--- config.mk ---
export PLATFORM = sky130hd
export DESIGN_NAME = traffic_phase_ctrl_flat
export DESIGN_NICKNAME = d
export VERILOG_FILES = /design/src/rtl/traffic_phase_ctrl_pkg.sv /design/src/rtl/traffic_phase_ctrl_if.sv /design/src/rtl/traffic_phase_ctrl_timer.sv /design/src/rtl/traffic_phase_ctrl.sv /design/src/flat_wrapper.sv
export SDC_FILE = /design/constraint.sdc
export NUM_CORES = 1
export LEC_CHECK = 0
export CORE_MARGIN = 1
export CORE_UTILIZATION = 45
export DETAILED_ROUTE_END_ITERATION = 10
export HOLD_SLACK_MARGIN = 0.1
export PLACE_DENSITY = 0.62
export SLEW_MARGIN = 10
export SYNTH_ARGS = -nofsm -noshare
export SYNTH_HDL_FRONTEND = slang
export SYNTH_HIERARCHICAL = 1
export SYNTH_SLANG_ARGS = --single-unit
--- constraint.sdc ---
create_clock -name clk -period 7.85 [get_ports clk]
set_clock_uncertainty 0.05 [all_clocks]
set_input_delay 1.57 -clock clk [delete_from_list [all_inputs] [get_ports clk]]
set_output_delay 1.57 -clock clk [all_outputs]
set_load 0.05 [all_outputs]
--- src/rtl/traffic_phase_ctrl_pkg.sv ---
// Shared types for the traffic phase controller: controller states, the
// per-direction lamp bundle, and the direction-index width helper.
package traffic_pkg;

  typedef enum logic [2:0] {
    ST_GREEN,
    ST_YELLOW,
    ST_ALLRED,
    ST_PED,
    ST_FLASH
  } state_t;

  typedef struct packed {
    logic r;
    logic y;
    logic g;
  } lamp_t;

  function automatic int unsigned dir_w(input int unsigned n);
    return (n < 2) ? 1 : $clog2(n);
  endfunction

endpackage

--- src/rtl/traffic_phase_ctrl_if.sv ---
// Panel-side bundle: WireIn request bits in, lamp/status register bits out.
interface traffic_phase_ctrl_if #(
  parameter int unsigned NUM_DIRS = 2
);
  import traffic_pkg::*;

  localparam int unsigned DIR_W = dir_w(NUM_DIRS);

  logic                ped_req;
  logic                night_mode;
  logic [NUM_DIRS-1:0] lamp_r;
  logic [NUM_DIRS-1:0] lamp_y;
  logic [NUM_DIRS-1:0] lamp_g;
  logic                walk;
  logic                dont_walk;
  logic [DIR_W-1:0]    active_dir;
  logic                ped_pending;

  modport master (
    output ped_req, night_mode,
    input  lamp_r, lamp_y, lamp_g, walk, dont_walk, active_dir, ped_pending
  );

  modport slave (
    input  ped_req, night_mode,
    output lamp_r, lamp_y, lamp_g, walk, dont_walk, active_dir, ped_pending
  );

endinterface

--- src/rtl/traffic_phase_ctrl_timer.sv ---
// Phase counter: runs 0..len-1, flags done on the last count, cleared synchronously.
module phase_timer #(
  parameter int unsigned CNT_W = 28
) (
  input  logic             clk,
  input  logic             rst_n,
  input  logic             clr,
  input  logic [CNT_W-1:0] len,
  output logic             done
);

  logic [CNT_W-1:0] count;

  always_ff @(posedge clk or negedge rst_n) begin
    if (!rst_n)   count <= '0;
    else if (clr) count <= '0;
    else          count <= count + 1'b1;
  end

  assign done = (count == len - 1'b1);

endmodule

--- src/rtl/traffic_phase_ctrl.sv ---
// Round-robin traffic phase sequencer with latched pedestrian phase and
// flashing-red night mode; lamps are Moore-decoded from registered state.
module traffic_phase_ctrl
  import traffic_pkg::*;
#(
  parameter int unsigned NUM_DIRS = 2,
  parameter int unsigned CNT_W    = 28,
  parameter int unsigned T_GREEN  = 100_000_000,
  parameter int unsigned T_YELLOW = 50_000_000,
  parameter int unsigned T_ALLRED = 0,
  parameter int unsigned T_PED    = 100_000_000,
  parameter int unsigned T_FLASH  = 50_000_000
) (
  input  logic                 clk,
  input  logic                 rst_n,
  traffic_phase_ctrl_if.slave  bus
);

  localparam int unsigned DIR_W = dir_w(NUM_DIRS);
  localparam logic [CNT_W-1:0] LEN_G = CNT_W'(T_GREEN);
  localparam logic [CNT_W-1:0] LEN_Y = CNT_W'(T_YELLOW);
  localparam logic [CNT_W-1:0] LEN_A = CNT_W'((T_ALLRED == 0) ? 1 : T_ALLRED);
  localparam logic [CNT_W-1:0] LEN_P = CNT_W'(T_PED);
  localparam logic [CNT_W-1:0] LEN_F = CNT_W'(T_FLASH);

  state_t           state, state_nx;
  logic [DIR_W-1:0] dir, dir_nx, dir_inc;
  logic             pend, pend_nx;
  logic             ped_prev, ped_edge;
  logic             flash_ph, flash_nx;
  logic             hold, hold_nx;
  logic             clear_exit;
  logic [CNT_W-1:0] len;
  logic             done;
  logic             clr;

  always_comb begin
    case (state)
      ST_GREEN:  len = LEN_G;
      ST_YELLOW: len = LEN_Y;
      ST_ALLRED: len = LEN_A;
      ST_PED:    len = LEN_P;
      default:   len = LEN_F;
    endcase
  end

  // Cleared on every state change, and on each flash half-period wrap.
  assign clr = (state_nx != state) || done;

  phase_timer #(.CNT_W(CNT_W)) u_timer (
    .clk   (clk),
    .rst_n (rst_n),
    .clr   (clr),
    .len   (len),
    .done  (done)
  );

  assign ped_edge = bus.ped_req & ~ped_prev;
  assign dir_inc  = (dir == DIR_W'(NUM_DIRS - 1)) ? '0 : dir + 1'b1;

  always_comb begin
    state_nx   = state;
    dir_nx     = dir;
    hold_nx    = hold;
    clear_exit = 1'b0;
    case (state)
      ST_GREEN:  if (bus.night_mode || done) state_nx = ST_YELLOW;
      ST_YELLOW: if (done) begin
                   if (T_ALLRED != 0) state_nx = ST_ALLRED;
                   else               clear_exit = 1'b1;
                 end
      ST_ALLRED: if (done) clear_exit = 1'b1;
      ST_PED:    if (done) begin
                   state_nx = ST_GREEN;
                   dir_nx   = dir_inc;
                 end
      ST_FLASH:  if (!bus.night_mode) begin
                   dir_nx = '0;
                   if (T_ALLRED != 0) begin
                     state_nx = ST_ALLRED;
                     hold_nx  = 1'b1;
                   end else begin
                     state_nx = ST_GREEN;
                   end
                 end
      default:   state_nx = ST_GREEN;
    endcase
    // hold keeps direction 0 through the clearance that follows night mode.
    if (clear_exit) begin
      hold_nx = 1'b0;
      if (bus.night_mode) state_nx = ST_FLASH;
      else if (pend)      state_nx = ST_PED;
      else begin
        state_nx = ST_GREEN;
        dir_nx   = hold ? dir : dir_inc;
      end
    end
  end

  always_comb begin
    flash_nx = 1'b1;
    if (state == ST_FLASH && state_nx == ST_FLASH) flash_nx = flash_ph ^ done;
  end

  assign pend_nx = (state_nx == ST_PED && state != ST_PED) ? 1'b0 : (pend | ped_edge);

  always_ff @(posedge clk or negedge rst_n) begin
    if (!rst_n) begin
      state    <= ST_GREEN;
      dir      <= '0;
      pend     <= 1'b0;
      ped_prev <= 1'b1;
      flash_ph <= 1'b1;
      hold     <= 1'b0;
    end else begin
      state    <= state_nx;
      dir      <= dir_nx;
      pend     <= pend_nx;
      ped_prev <= bus.ped_req;
      flash_ph <= flash_nx;
      hold     <= hold_nx;
    end
  end

  for (genvar i = 0; i < NUM_DIRS; i++) begin : g_dir
    lamp_t lamp;
    logic  own;
    assign own    = (dir == DIR_W'(i));
    assign lamp.g = own && (state == ST_GREEN);
    assign lamp.y = own && (state == ST_YELLOW);
    assign lamp.r = (state == ST_FLASH) ? flash_ph
                                        : !(own && (state == ST_GREEN || state == ST_YELLOW));
    assign bus.lamp_r[i] = lamp.r;
    assign bus.lamp_y[i] = lamp.y;
    assign bus.lamp_g[i] = lamp.g;
  end

  assign bus.walk        = (state == ST_PED);
  assign bus.dont_walk   = (state != ST_PED);
  assign bus.active_dir  = dir;
  assign bus.ped_pending = pend;

endmodule

--- src/flat_wrapper.sv ---
// flat-port wrapper written by rule: the top's interface ports become plain ports
module traffic_phase_ctrl_flat import traffic_pkg::*;
#(
  parameter int unsigned NUM_DIRS = 2,
  parameter int unsigned CNT_W    = 28,
  parameter int unsigned T_GREEN  = 100_000_000,
  parameter int unsigned T_YELLOW = 50_000_000,
  parameter int unsigned T_ALLRED = 0,
  parameter int unsigned T_PED    = 100_000_000,
  parameter int unsigned T_FLASH  = 50_000_000
)
  (clk, rst_n, bus_ped_req, bus_night_mode, bus_lamp_r, bus_lamp_y, bus_lamp_g, bus_walk, bus_dont_walk, bus_active_dir, bus_ped_pending);
  traffic_phase_ctrl_if #(.NUM_DIRS(NUM_DIRS)) bus_i ();
  input  logic clk;
  input  logic rst_n;
  input wire logic [$bits(bus_i.ped_req)-1:0] bus_ped_req;
  input wire logic [$bits(bus_i.night_mode)-1:0] bus_night_mode;
  output wire logic [$bits(bus_i.lamp_r)-1:0] bus_lamp_r;
  output wire logic [$bits(bus_i.lamp_y)-1:0] bus_lamp_y;
  output wire logic [$bits(bus_i.lamp_g)-1:0] bus_lamp_g;
  output wire logic [$bits(bus_i.walk)-1:0] bus_walk;
  output wire logic [$bits(bus_i.dont_walk)-1:0] bus_dont_walk;
  output wire logic [$bits(bus_i.active_dir)-1:0] bus_active_dir;
  output wire logic [$bits(bus_i.ped_pending)-1:0] bus_ped_pending;
  assign bus_i.ped_req = bus_ped_req;
  assign bus_i.night_mode = bus_night_mode;
  assign bus_lamp_r = bus_i.lamp_r;
  assign bus_lamp_y = bus_i.lamp_y;
  assign bus_lamp_g = bus_i.lamp_g;
  assign bus_walk = bus_i.walk;
  assign bus_dont_walk = bus_i.dont_walk;
  assign bus_active_dir = bus_i.active_dir;
  assign bus_ped_pending = bus_i.ped_pending;
  traffic_phase_ctrl #(.NUM_DIRS(NUM_DIRS), .CNT_W(CNT_W), .T_GREEN(T_GREEN), .T_YELLOW(T_YELLOW), .T_ALLRED(T_ALLRED), .T_PED(T_PED), .T_FLASH(T_FLASH)) u_core (.clk(clk), .rst_n(rst_n), .bus(bus_i));
endmodule
# == Yosys cells after proc, flatten, opt, wreduce, memory -nomap -nowiden ==
# Cells that the tools add are included.
# classes
n_addsub,3
n_reduce_logical,16
n_eq_ne,9
muxes,22
n_bitwise,5
# op_table
operator,count
$pmux 27 s2,1
$add 28x1->28 const B,1
$eq 28x28->1,1
$mux 28,1
$sub 28x1->28 const B,1
$mux 3,5
$mux 1,12
$pmux 3 s4,1
$eq 3x2->1 const B,3
$logic_and 1x1->1,8
$eq 3x3->1 const B,2
$reduce_or 2->1,2
$eq 3x1->1 const B,1
$logic_not 3->1,1
$logic_or 1x1->1,3
$ne 3x2->1 const B,1
$ne 3x3->1,1
$logic_not 1->1,2
$mux 2,1
$not 1->1,2
$pmux 1 s2,1
$add 1x1->1 const B,1
$and 1x1->1,1
$or 1x1->1,1
$xor 1x1->1,1
# totals
output_inout_bits,10
reg_bits,35
input_bits,4

# == Logic depth before layout (Yosys ltp) ==
# Gate-level depths: netlist (run 1).
# depth
word_depth,12
mapped_depth,15

# == By module ==
# Netlist (run 1), hierarchy kept.
# by_module_without_submodules
module,instances,area_each_um2,cells_each
phase_timer,1,2358.5,277
traffic_phase_ctrl,1,510.5,58

# == Least setup slack after synthesis (run 1) ==
# Ideal clock, no wire load.
# synth_timing
path_kind,flip-flop to flip-flop
start,register u_core.state[1]
end,register u_core.u_timer.count[15]
arrival_time_ns,4.420
path_stages_with_launch,15
path_buffers,3
setup_ns,0.132
period_less_slack_ns,4.602
required_ns,7.668
slack_ns,3.248
path_cell_list,dfrtp_1 buf_6 and2b_1 nor3_1 xnor2_1 a21oi_1 nor4_1 o311ai_0 nor4_1 nand4_1 nor4_2 o21bai_1 clkbuf_1 buf_1 nor2_1
# synth_via
elab_chain_len,12
elab_cells_between_ends,21
# synth_rtl
item,line,text
"start, declared",traffic_phase_ctrl.sv:26,"state_t state, state_nx;"
"start signal, assigned",traffic_phase_ctrl.sv:116,state <= state_nx;
$eq 3x2->1 / $logic_not 3->1 (equally long branches),traffic_phase_ctrl.sv:38,case (state)
$reduce_or 2->1 (no line),--,
$pmux 27 s2 *,traffic_phase_ctrl.sv:38,
net u_core.len[16],traffic_phase_ctrl.sv:33,logic [CNT_W-1:0] len;
$sub 28x1->28 *,traffic_phase_ctrl_timer.sv:20,assign done = (count == len - 1'b1);
$eq 28x28->1 *,traffic_phase_ctrl_timer.sv:20,
net u_core.done,traffic_phase_ctrl.sv:34,logic done;
$logic_or 1x1->1,traffic_phase_ctrl.sv:67,ST_GREEN: if (bus.night_mode || done) state_nx = ST_YELLOW;
$mux 3,traffic_phase_ctrl.sv:67,
$pmux 3 s4,traffic_phase_ctrl.sv:66,case (state)
$mux 3,traffic_phase_ctrl.sv:89,if (clear_exit) begin
$ne 3x3->1,traffic_phase_ctrl.sv:48,assign clr = (state_nx != state) || done;
$logic_or 1x1->1 *,traffic_phase_ctrl.sv:48,
net u_core.clr,traffic_phase_ctrl.sv:35,logic clr;
$mux 28 *,traffic_phase_ctrl_timer.sv:16,else if (clr) count <= '0;
"end signal, assigned",traffic_phase_ctrl_timer.sv:17,else count <= count + 1'b1;
"end, declared",traffic_phase_ctrl_timer.sv:12,logic [CNT_W-1:0] count;
# The timed path passes the listed nets; every way through them passes the cells marked *.

# == Final worst setup path (run 1) ==
# layout_timing
start,register u_core.state[1]
end,register u_core.u_timer.count[24]
# Same word-level chain as after synthesis.

==> summary.md, run 1 <==
The logs give 36 for the largest net degree at the start of global routing and 401 for the number of nets in the layout. Along the worst path, the maximum fanout reaches 32. For this run, the share of the core covered by cells in the final layout is 55.8%. Summed over its instances, the top area cell type makes up 28.8% of the synthesized netlist area. For the maximum clock frequency, the log shows 216 MHz.

The tools report the vias after detailed routing as 2419. The run gives 0 as the number of violations of the max-capacitance limit. The total CTS buffers is 5. The distinct cell type count after synthesis is 60.

The gate count after technology mapping is 335. The number of vias per cell after detailed routing was 5.14. Global routing used 20.4% of the available tracks across all layers. After clock tree synthesis, the clock-pin slew on the worst setup and hold paths is 0.07 ns.

The buffer depth of the longest clock path was 2; the total stage count of the critical path was 12. The critical path goes through nor3b_2, inv_1, or4_4, nor3_4, nand4b_1, xnor2_1, nor4_1, nand4_1, nor4_2, o21bai_2, buf_4, nor2_1. The run gives 0 as the total setup buffers inserted after CTS.

In the synthesized netlist the async set-or-reset flop fraction comes to 100%. The final antenna diode count was 0. On the worst path, the slowest cell contributes a delay of 0.63 ns. Class of the worst hold path: reg2reg. After detailed routing, the average wire length per cell comes to 12.9 um.

The cell class contributing the biggest share of worst-path delay is simple AND/OR/NAND/NOR gates. Synthesis inferred 35 register bits. The final cycle utilization of the critical path was 59.1%.

Minimum hold slack: 0.504 ns. TritonCTS built the clock tree. In the final layout, the multi-input gates occupy 2090 um2.

Counting both buffers and inverters, the worst setup path holds a total of 2. A synthesized cell averages 8.56 um2. The first global-routing pass estimated 10400 um of wire. After detailed routing, the number of remaining DRC violations is 0. Data arrives at the worst endpoint at 4.75 ns. The count of buffers added on input and output ports is 13.

The die covers 6700 um2. Kind of launch point of the worst setup path: a flop. In this run the static leakage power is 1.39 nW. The tools report the initial antenna violation count as 0. The tools report the number of standard-cell rows in the floorplan as 28. Registers take 878 um2. The tree is rooted in a clkbuf_8. After clock tree synthesis, the flow added hold-fix buffers numbering 0. The logs give 2870 um2 for the summed instance area of the synthesized netlist and 64 for the count of routing violations after the opening detailed-route iteration.

The power density over the cells came out at 165 nW/um2. Data on the critical path is required at its endpoint by 7.96 ns. The post-route antenna net violation count was 0; the pin slew with the least headroom to its limit was 0.974 ns.

The first detailed-routing pass took 4 iterations. After routing, the total negative slack on setup checks comes to 0 ns. Clock tree synthesis found a total of 35 sinks.

The slowest cell on the critical path was or4_4. The total half-perimeter wirelength after legalization and detailed placement was 4500 um. In this run the tightest slew margin relative to its limit is 35.0%. After synthesis, the cell types taking the most area are dfrtp_1 29%, xnor2_1 9.8%, xor2_1 9.8%, nor2_1 5.5%, nand2_1 3.0%. VDD sags by at most 0.114 mV. The source-to-sink clock delay at the later pin of the worst-skew pair was 0.29 ns; the minimum period implied by the final worst setup slack was 4.64 ns. From bottom edge to top edge, the die measures 81.8 um. Ranked by instance count, the synthesized netlist is headed by 42 x nor2_1, 33 x dfrtp_1, 32 x xnor2_1, 32 x xor2_1, 23 x nand2_1.

The worst hold path depth came out at 1. The run finished with clean final reports. The tools report the starting density of the core as 47.6%. The worst setup path is of the reg2reg kind. The die is 81.8 um wide. In this run, post-CTS repair resized a total of 0 instances.

The most numerous cell in the Yosys netlist was nor2_1. The final layout contains routed wiring with a total length of 6090 um. The placed instances occupy a cell area of 3250 um2. Of the cells placed in the final design, the portion with a size suffix greater than 1 is 8.59%. Global routing finished with a remaining overflow of 0.

The critical path capture point type is a flop. The depth of the most critical reg-to-reg path was 12. Compared with the post-synthesis result, the final layout area differs by 17.3%. Setup violations remaining at the end of the flow were counted as 0.

The logs give 0.557 mW for the overall power after layout and 6 for the number of warnings printed during yosys synthesis. The count of boundary I/O pins was 14; the count of final max-slew check failures was 0. The tools report the post-route cell area as 3360 um2.

The leading area contributor after synthesis was dfrtp_1. The number of global-route vias before repair is 2153, and the portion of the post-synthesis area used by sequential elements is 30.6%. The count of H-tree levels built during CTS is 2.

The tools report the final weighted congestion in routability-driven placement as 0.852. The region available for standard cell placement spans 6030 um2. Setup repair after global routing left no endpoint under its margin. In the synthesized netlist the dominant register cell turns out to be dfrtp_1. The hold violation count in the final report is 0, and the number of flops mapped to enable cells by yosys is 0.

The layout has 568 filler cells.
## per-layer routing
layer | global-route usage, % | share of wire [%] | vias to the layer above
met5 | 0 | 0 | -
met4 | 5.61 | 1.2 | 0
met3 | 3.33 | 1.9 | 9
met2 | 32.8 | 45 | 23
met1 | 27.9 | 52 | 1129
li1 | - | - | 1258
## cells by family after synthesis
kind of cell,share of synthesized area (%)
and+or+nand+nor,32.8
DFF,30.6
AOI/OAI and AO/OA,10.1
buffers and inverters,3.05
other,0.131
muxes,2.88
adders and majority gates,0.872
xor gates and xnor gates,19.5
## cell usage in the layout, fill, tap and decap left out, types with 5 or more instances in the layout
cell / Yosys / final
a21oi_1: 7 / 7
and3_1: 6 / 6
clkbuf_8: 0 / 6
clkdlybuf4s50_1: 0 / 13
conb_1: 1 / 48
dfrtp_1: 33 / 33
inv_1: 7 / 7
mux2i_1: 6 / 6
nand2_1: 23 / 23
nand2b_1: 10 / 10
nand3_1: 15 / 15
nand4_1: 12 / 12
nor2_1: 42 / 42
nor2b_1: 8 / 8
nor3_1: 11 / 10
nor4_1: 8 / 8
o21ai_0: 11 / 11
o21ai_1: 5 / 5
xnor2_1: 32 / 32
xor2_1: 32 / 32
## per-stage QoR
| step | cells | worst slack (ns) |
|---|---|---|
| after floorplan | 382 | 3.25 |
| after global placement | 463 | 3.30 |
| after detailed placement | 463 | 3.25 |
| after CTS | 471 | 3.23 |
| after global routing | 471 | 2.71 |
| final | 471 | 3.21 |
## area by class of cell
cell class	count	area share [%]
multi-input cells	329	62.1
clock inverters	2	1.04
inverters	7	0.781
repair buffers	17	4.76
flip-flops and latches	35	26.1
clock buffers	6	2.45
well taps	75	2.79
## report_power, final
group | total (mW) | switching [mW] | internal [mW]
Sequential | 0.256 | 0.0466 | 0.209
Clock | 0.169 | 0.0664 | 0.103
Combinational | 0.132 | 0.0657 | 0.0660
Total | 0.557 | 0.179 | 0.378
## path summary, 6_finish.rpt
path	from	endpoint	slack, ns
max in group asynchronous	rst_n	u_core/flash_ph$_DFF_PN1_	5.75
min in group asynchronous	rst_n	u_core/u_timer/count[11]$_DFF_PN0_	1.64
min	u_core/u_timer/count[0]$_DFF_PN0_	u_core/u_timer/count[0]$_DFF_PN0_	0.50
max reg2reg	u_core/state[1]$_DFF_PN0_	u_core/u_timer/count[24]$_DFF_PN0_	3.21
max	u_core/state[1]$_DFF_PN0_	u_core/u_timer/count[24]$_DFF_PN0_	3.21
min reg2reg	u_core/u_timer/count[0]$_DFF_PN0_	u_core/u_timer/count[0]$_DFF_PN0_	0.50
## worst register-to-register path: stages (launching register included)
cell and delay [ns]:
dfrtp_1 0.57, nor3b_2 0.43, inv_1 0.52, or4_4 0.63, nor3_4 0.30, nand4b_1 0.15, xnor2_1 0.14, nor4_1 0.33
nand4_1 0.16, nor4_2 0.60, o21bai_2 0.22, buf_4 0.32, nor2_1 0.10
## state kept, by name, summed over array words and instances, names as in the netlist
register and count:
u_core/u_timer/count 28, u_core/state 3, u_core/bus.active_dir 1, u_core/bus.ped_pending 1, u_core/flash_ph 1, u_core/ped_prev 1
(Power assumes the default switching activity.)
==> run 2, diff against run 1 <==
==> constraint.sdc (replaced) <==
create_clock -name clk -period 4.3 [get_ports clk]
set_clock_uncertainty 0.05 [all_clocks]
set_input_delay 0.86 -clock clk [delete_from_list [all_inputs] [get_ports clk]]
set_output_delay 0.86 -clock clk [all_outputs]
set_load 0.05 [all_outputs]
==> summary.md, run 2 (synthesis gave the netlist of run 1 again) <==
The minimum hold slack is 0.518 ns (+0.0145 ns). The number of standard-cell rows in the floorplan is 28 (unchanged), and the worst hold path depth is 1 (unchanged). The biggest cell delay along the critical path works out to 0.56 ns (-0.07 ns). The final antenna diode count came out at 0 (unchanged).

The worst-case setup slack after placement came out at 0.392 ns (-2.86 ns). The number of flip-flops under the largest register name came out at 28 (unchanged). The endpoint identified for the worst register-to-register timing path is u_core/bus.ped_pending$_DFF_PN0_. The hold path startpoint is u_core/u_timer/count[0]$_DFF_PN0_. Buffer depth of the longest clock path: 2 (unchanged). TritonCTS built the clock tree. For the multi-input combinational cell area, the log shows 2090 um2 (unchanged). For the vias after detailed routing, the log shows 2405 (-0.58%).

The flow ran to the end, and the final reports show no timing, DRC or antenna violations. For the largest net degree at the start of global routing, the log shows 36 (unchanged). For the worst IR drop on VDD, the log shows 0.206 mV (+81%). For the number of nets in the layout, the log shows 405 (+1.0%). The cell that appears most often on the critical path is o21ai_1. The minimum period implied by the final worst setup slack was 3.89 ns (-0.746 ns); the total CTS buffers was 5 (unchanged). Total setup buffers inserted after CTS: 0 (unchanged). The critical path goes through nor3b_2, inv_1, or4_4, nor3_4, nand4_1, mux2i_1, nor3b_1, o31ai_2, nor4_2, buf_4, nor2b_1, o21ai_1, o21ai_1, o21ai_1.

Number of inserted filler cells in the final layout: 585 (+3.0%). Iteration count of the initial detailed-routing pass: 4 (unchanged). The most common cell after layout, fill and taps aside is conb_1. The number of violations of the max-capacitance limit was 0 (unchanged); the starting density of the core was 47.6% (unchanged). The worst setup path is captured at a flop.

The pin slew with the least headroom to its limit came out at 0.689 ns (-0.286 ns). The setup TNS after final layout was 0 ns (unchanged). The kind of launch point of the worst setup path was a flop. Worst setup slack after layout: 0.409 ns (-2.80 ns). The worst register-to-register path begins at u_core/state[1]$_DFF_PN0_. The cell class contributing the biggest share of worst-path delay was simple AND/OR/NAND/NOR gates. The source-to-sink clock delay at the later pin of the worst-skew pair was 0.29 ns (about the same); the post-route antenna net violation count was 0 (unchanged). The routed metal-1 wirelength was 3210 um (+1.8%); the count of routing violations after the opening detailed-route iteration was 78 (+22%). For the area of the core, the log shows 6030 um2 (unchanged). The tools report the count of H-tree levels built during CTS as 2 (unchanged).

The run gives 0 (unchanged) as the initial antenna violation count. The power density over the cells was 282 nW/um2 (+71%); the maximum net fanout on the critical path was 12 (-63%). The total setup violations reported at the end of the flow is 0 (unchanged).

The min-delay analysis places its worst path in the category reg2reg. The largest registers in the layout are u_core/u_timer/count: 28 flops, u_core/state: 3 flops. The quantity of I/O buffers inserted on ports was 13 (unchanged); the critical path buffer and inverter count was 2 (unchanged). The clock transition at the registers of the reported paths came out at 0.07 ns (about the same). The count of final max-slew check failures was 0 (unchanged); the leakage power of the design was 1.40 nW (+0.56%). The total global-route track usage was 21.0% (+0.60 points). Slowest cell on the critical path: dfrtp_1. The final cycle utilization of the critical path is 90.5% (+31 points).

Final routed wirelength across all metal layers: 6290 um (+3.4%). The utilization after layout is 56.0% (+0.21 points). The final weighted congestion in routability-driven placement came out at 0.892 (+4.7%).

The wire length per cell works out to 13.3 um (+2.7%). The worst setup path is of the reg2reg kind. The clock tree root driver cell was clkbuf_8.

Relative slew slack: 54.1% (+19 points). The width of the die is 81.8 um (unchanged), and the reg-to-reg setup timing slack is 0.41 ns (-2.80 ns). Setup repair after global routing left no endpoint under its margin. The hold-fix buffer count after cts came out at 0 (unchanged). The depth of the most critical reg-to-reg path was 14 (+2).

Routed length on met3: 95 um (-19%). In this run the top signal layer used is met4. Wire length of the first global-routing pass: 10500 um (+1.3%).

The layout cell share with drive strength beyond 1 is 9.27% (+0.69 points), and the maximum clock frequency is 257 MHz (+19%). The logs give 0 (unchanged) for the DRC violations left and 2152 (-0.046%) for the number of global-route vias before repair. The wire length on met2 is 2910 um (+6.2%). The total half-perimeter wirelength after legalization and detailed placement is 4680 um (+4.1%), and the die boundary height is 81.8 um (unchanged).

The register name with the most flops was u_core/u_timer/count. The library cells used most frequently in the layout, excluding fill and tap cells, are 48 x conb_1, 42 x nor2_1, 33 x dfrtp_1, 32 x xnor2_1, 32 x xor2_1. The instance area at placement was 3290 um2 (+1.3%).

The endpoint required time on the critical path came out at 4.42 ns (-3.54 ns). Die area: 6700 um2 (unchanged). The logs give 0 (unchanged) for the quantity of gates resized following cts and 4.01 ns (-0.74 ns) for the worst endpoint data arrival time. Compared with the post-synthesis result, the final layout area differs by 17.7%. The tools report the number of sinks on the clock net as 35 (unchanged). The global-route congestion overflow total is 0 (unchanged), and the count of boundary I/O pins is 14 (unchanged). The tools report the hold violation count in the final report as 0 (unchanged). Number of vias per cell after detailed routing: 5.07 (-1.2%).

The capture endpoint of the worst hold path is u_core/u_timer/count[0]$_DFF_PN0_. The post-route cell area was 3380 um2 (+0.37%). The flip-flop and latch area came out at 878 um2 (unchanged).
run 2: per-layer routing:
| metal | global-route usage (%) | up-vias |
|---|---|---|
| met3 | 3.44 | 5 |
| met4 | 6.49 | 0 |
| met2 | 33.1 | 19 |
| met5 | 0 | - |
| li1 | - | 1258 |
| met1 | 29.0 | 1123 |
run 2: worst max path at each step:
| stage | cells after the start | start | slack (ns) | endpoint |
|---|---|---|---|---|
| 6_report | 14 | u_core/state[1]$_DFF_PN0_ | 0.41 | u_core/bus.ped_pending$_DFF_PN0_ |
| 5_1_grt | 14 | u_core/state[1]$_DFF_PN0_ | 0.01 | u_core/bus.ped_pending$_DFF_PN0_ |
| 4_1_cts | 14 | u_core/state[1]$_DFF_PN0_ | 0.38 | u_core/bus.ped_pending$_DFF_PN0_ |
| 3_5_place_dp | 14 | u_core/state[1]$_DFF_PN0_ | 0.39 | u_core/bus.ped_pending$_DFF_PN0_ |
| 3_3_place_gp | 14 | u_core/state[1]$_DFF_PN0_ | 0.45 | u_core/bus.ped_pending$_DFF_PN0_ |
| 2_1_floorplan | 14 | u_core/state[2]$_DFF_PN0_ | 0.002 | u_core/u_timer/count[15]$_DFF_PN0_ |
run 2: layout make-up:
cell class,count,area share [%]
flip-flops and latches,35,26.0
repair buffers,21,6.00
well taps,75,2.78
multi-input cells,329,61.8
clock buffers,6,2.45
inverters,7,0.778
clock inverters,1,0.148
run 2: through the flow:
step | power [mW] | std cells
detailed placement | 0.716 | 467
CTS | 0.963 | 474
global route | 1.03 | 474
global placement | 0.711 | 467
floorplan | 0.652 | 382
finish | 0.954 | 474
run 2: worst register-to-register path, delay by kind of cell (launching register included):
family          cells  cell delay (ns)
mux                 1             0.20
flops               1             0.56
simple gates        7             2.11
buf+inv             2             0.42
compound gates      4             0.41
run 2: power by group:
group / internal (mW) / switching, mW
sequential: 0.382 / 0.0860
combinational: 0.121 / 0.120
clock: 0.126 / 0.119
==> run 3, diff against run 2 <==
--- a/config.mk
+++ b/config.mk
@@ -8,7 +8,7 @@
 export CORE_MARGIN = 1
 export CORE_UTILIZATION = 45
 export DETAILED_ROUTE_END_ITERATION = 10
-export HOLD_SLACK_MARGIN = 0.1
+export GPL_TIMING_DRIVEN = 0
 export PLACE_DENSITY = 0.62
 export SLEW_MARGIN = 10
 export SYNTH_ARGS = -nofsm -noshare
==> summary.md, run 3 (synthesis gave the netlist of run 1 again) <==
The flow ran to the end, and the final reports show no timing, DRC or antenna violations. The total half-perimeter wirelength after legalization and detailed placement is 4510 um (-3.7%). The count of boundary I/O pins was 14 (unchanged). Minimum period implied by the final worst setup slack: 4.03 ns (+0.142 ns). The total setup violations reported at the end of the flow was 0 (unchanged); the maximum net fanout on the critical path was 10 (-2). For the die area, the log shows 6700 um2 (unchanged). The wire length of the first global-routing pass came out at 10400 um (-0.40%).

TritonCTS built the clock tree. The number of flip-flops under the largest register name came out at 28 (unchanged). The logs give 4.43 ns (about the same) for the endpoint required time on the critical path and 0 (unchanged) for the hold-fix buffer count after cts. The number of nets in the layout is 417 (+3.0%), and the width of the die is 81.8 um (unchanged). The tools report the routed metal-1 wirelength as 3140 um (-2.1%). The largest registers in the layout are u_core/u_timer/count: 28 flops, u_core/state: 3 flops.

The number of global-route vias before repair is 2142 (-0.46%), and the wire length on met2 is 2910 um (about the same). For the largest net degree at the start of global routing, the log shows 24 (-33%). Post-synthesis to final-layout area growth: 21.5%. The starting density of the core is 47.6% (unchanged), and the setup TNS after final layout is 0 ns (unchanged). The global-route congestion overflow total was 0 (unchanged); the hold violation count in the final report was 0 (unchanged). The final cycle utilization of the critical path was 93.8% (+3.3 points); the worst-case setup slack after placement was -1.19 ns (-1.58 ns).

The tools report the initial antenna violation count as 0 (unchanged). The clock tree root driver cell was clkbuf_8. The run gives 0 (unchanged) as the count of final max-slew check failures. The logs give 1.44 nW (+3.4%) for the leakage power of the design and 6340 um (+0.73%) for the final routed wirelength across all metal layers. The tools report the worst endpoint data arrival time as 4.16 ns (+0.15 ns). The logs give 0 (unchanged) for the post-route antenna net violation count and 58.3% (+4.2 points) for the relative slew slack. The layout cell share with drive strength beyond 1 works out to 11.4% (+2.1 points). Setup repair after global routing left no endpoint under its margin.

For the count of H-tree levels built during CTS, the log shows 2 (unchanged). The critical path is of the reg2reg type. The tools report the reg-to-reg setup timing slack as 0.27 ns (-0.14 ns). Leaving out fill and tap cells, the most frequent cells in the layout are 48 x conb_1, 42 x nor2_1, 33 x dfrtp_1, 32 x xnor2_1, 32 x xor2_1. The power density over the cells works out to 273 nW/um2 (-3.3%). The highest routed metal layer was met4.

STA classifies the critical path endpoint as a flop. The iteration count of the initial detailed-routing pass is 4 (unchanged), and the number of standard-cell rows in the floorplan is 28 (unchanged). The tools report the launch point of the worst reg-to-reg path as u_core/state[2]$_DFF_PN0_. The wire length per cell is 13.0 um (-2.0%). The DRC violations left is 0 (unchanged). For the maximum clock frequency, the log shows 248 MHz (-3.5%). The vias after detailed routing came out at 2460 (+2.3%). Total global-route track usage: 21.0% (+0.028 points). For the final antenna diode count, the log shows 0 (unchanged).

The class of the worst hold path was in2async. The most common cell after layout, fill and taps aside is conb_1. The buffer depth of the longest clock path was 2 (unchanged); the clock transition at the registers of the reported paths was 0.07 ns (about the same). The quantity of I/O buffers inserted on ports is 13 (unchanged). The final weighted congestion in routability-driven placement came out at 0.784 (-12%).

The depth of the most critical reg-to-reg path is 16 (+2), and the count of routing violations after the opening detailed-route iteration is 138 (+77%). For the routed length on met3, the log shows 198 um (+110%). The worst IR drop on VDD was 0.211 mV (+2.3%); the source-to-sink clock delay at the later pin of the worst-skew pair was 0.29 ns (about the same). The worst setup slack after layout was 0.268 ns (-0.142 ns). The logs give 35 (unchanged) for the number of sinks on the clock net and 5 (unchanged) for the total CTS buffers.

In this run the critical register-to-register path is captured at u_core/u_timer/count[5]$_DFF_PN0_. The die boundary height was 81.8 um (unchanged). The worst setup path is launched from a flop. Pin slew with the least headroom to its limit: 0.621 ns (-0.0677 ns). More flip-flops sit in one register than any other, and that register is u_core/u_timer/count.

The number of vias per cell after detailed routing was 5.05 (-0.44%). The area of the core is 6030 um2 (unchanged). The number of violations of the max-capacitance limit was 0 (unchanged).
run 3: layer usage:
metal	track usage [%]	up-vias
li1	-	1280
met1	28.4	1137
met2	32.7	35
met3	4.67	8
met4	7.19	0
met5	0	-
run 3: how the worst max path moves through the flow:
| stage | startpoint | to | slack (ns) |
|---|---|---|---|
| after floorplan | u_core/state[2]$_DFF_PN0_ | u_core/u_timer/count[15]$_DFF_PN0_ | 0.002 |
| after global placement | u_core/state[2]$_DFF_PN0_ | u_core/u_timer/count[24]$_DFF_PN0_ | -1.18 |
| after detailed placement | u_core/state[2]$_DFF_PN0_ | u_core/u_timer/count[25]$_DFF_PN0_ | -1.19 |
| after CTS | u_core/state[2]$_DFF_PN0_ | u_core/u_timer/count[25]$_DFF_PN0_ | 0.1 |
| after global routing | u_core/state[2]$_DFF_PN0_ | u_core/u_timer/count[14]$_DFF_PN0_ | 0.01 |
| final | u_core/state[2]$_DFF_PN0_ | u_core/u_timer/count[5]$_DFF_PN0_ | 0.27 |
run 3: critical path, stage by stage, from the launching register on:
cell,delay [ns]
dfrtp_1,0.44
clkbuf_4,0.27
nor3b_4,0.08
buf_4,0.17
inv_1,0.08
ha_1,0.22
nor4b_4,0.37
nand2_2,0.14
or4_4,0.53
a22o_1,0.26
a21oi_2,0.10
o2111ai_1,0.16
nor4_4,0.33
o21bai_1,0.14
clkbuf_4,0.25
buf_2,0.24
nor2_1,0.07
run 3: where the power goes:
group	total (mW)	internal, mW	switching, mW	leakage [nW]
clock	0.236	0.114	0.123	0.0422
combinational	0.271	0.126	0.145	0.949
sequential	0.444	0.382	0.0624	0.452
run 3: timing repair:
item | in CTS | in global routing
gates resized for setup | 9 | 7
pin swaps | 3 | 0
endpoints found under the setup margin | 34 | 21
setup buffers | 7 | 0
cloned | 1 | 0
run 3: layout make-up:
| class | instances | area, um2 |
|---|---|---|
| fill | 559 | 2540 |
| sequential | 35 | 878 |
| buffer | 11 | 72.6 |
| clock inverter | 1 | 5.00 |
| timing repair inverter | 1 | 5.00 |
| tap | 75 | 93.8 |
| timing repair buffer | 21 | 198 |
| multi-input combinational | 329 | 2130 |
| clock buffer | 7 | 76.3 |
| inverter | 7 | 30.0 |
run 3: through the flow:
step	instances	hold slack, ns	utilization [%]	area (um2)	total power [mW]
after global placement	470	0.500	54.3	3270	0.710
after global routing	487	0.425	57.9	3490	1.02
final	487	0.410	57.9	3490	0.952
after CTS	487	0.412	57.5	3460	0.963
after floorplan	382	0.442	-	3050	0.652
after detailed placement	471	0.510	54.6	3290	0.720
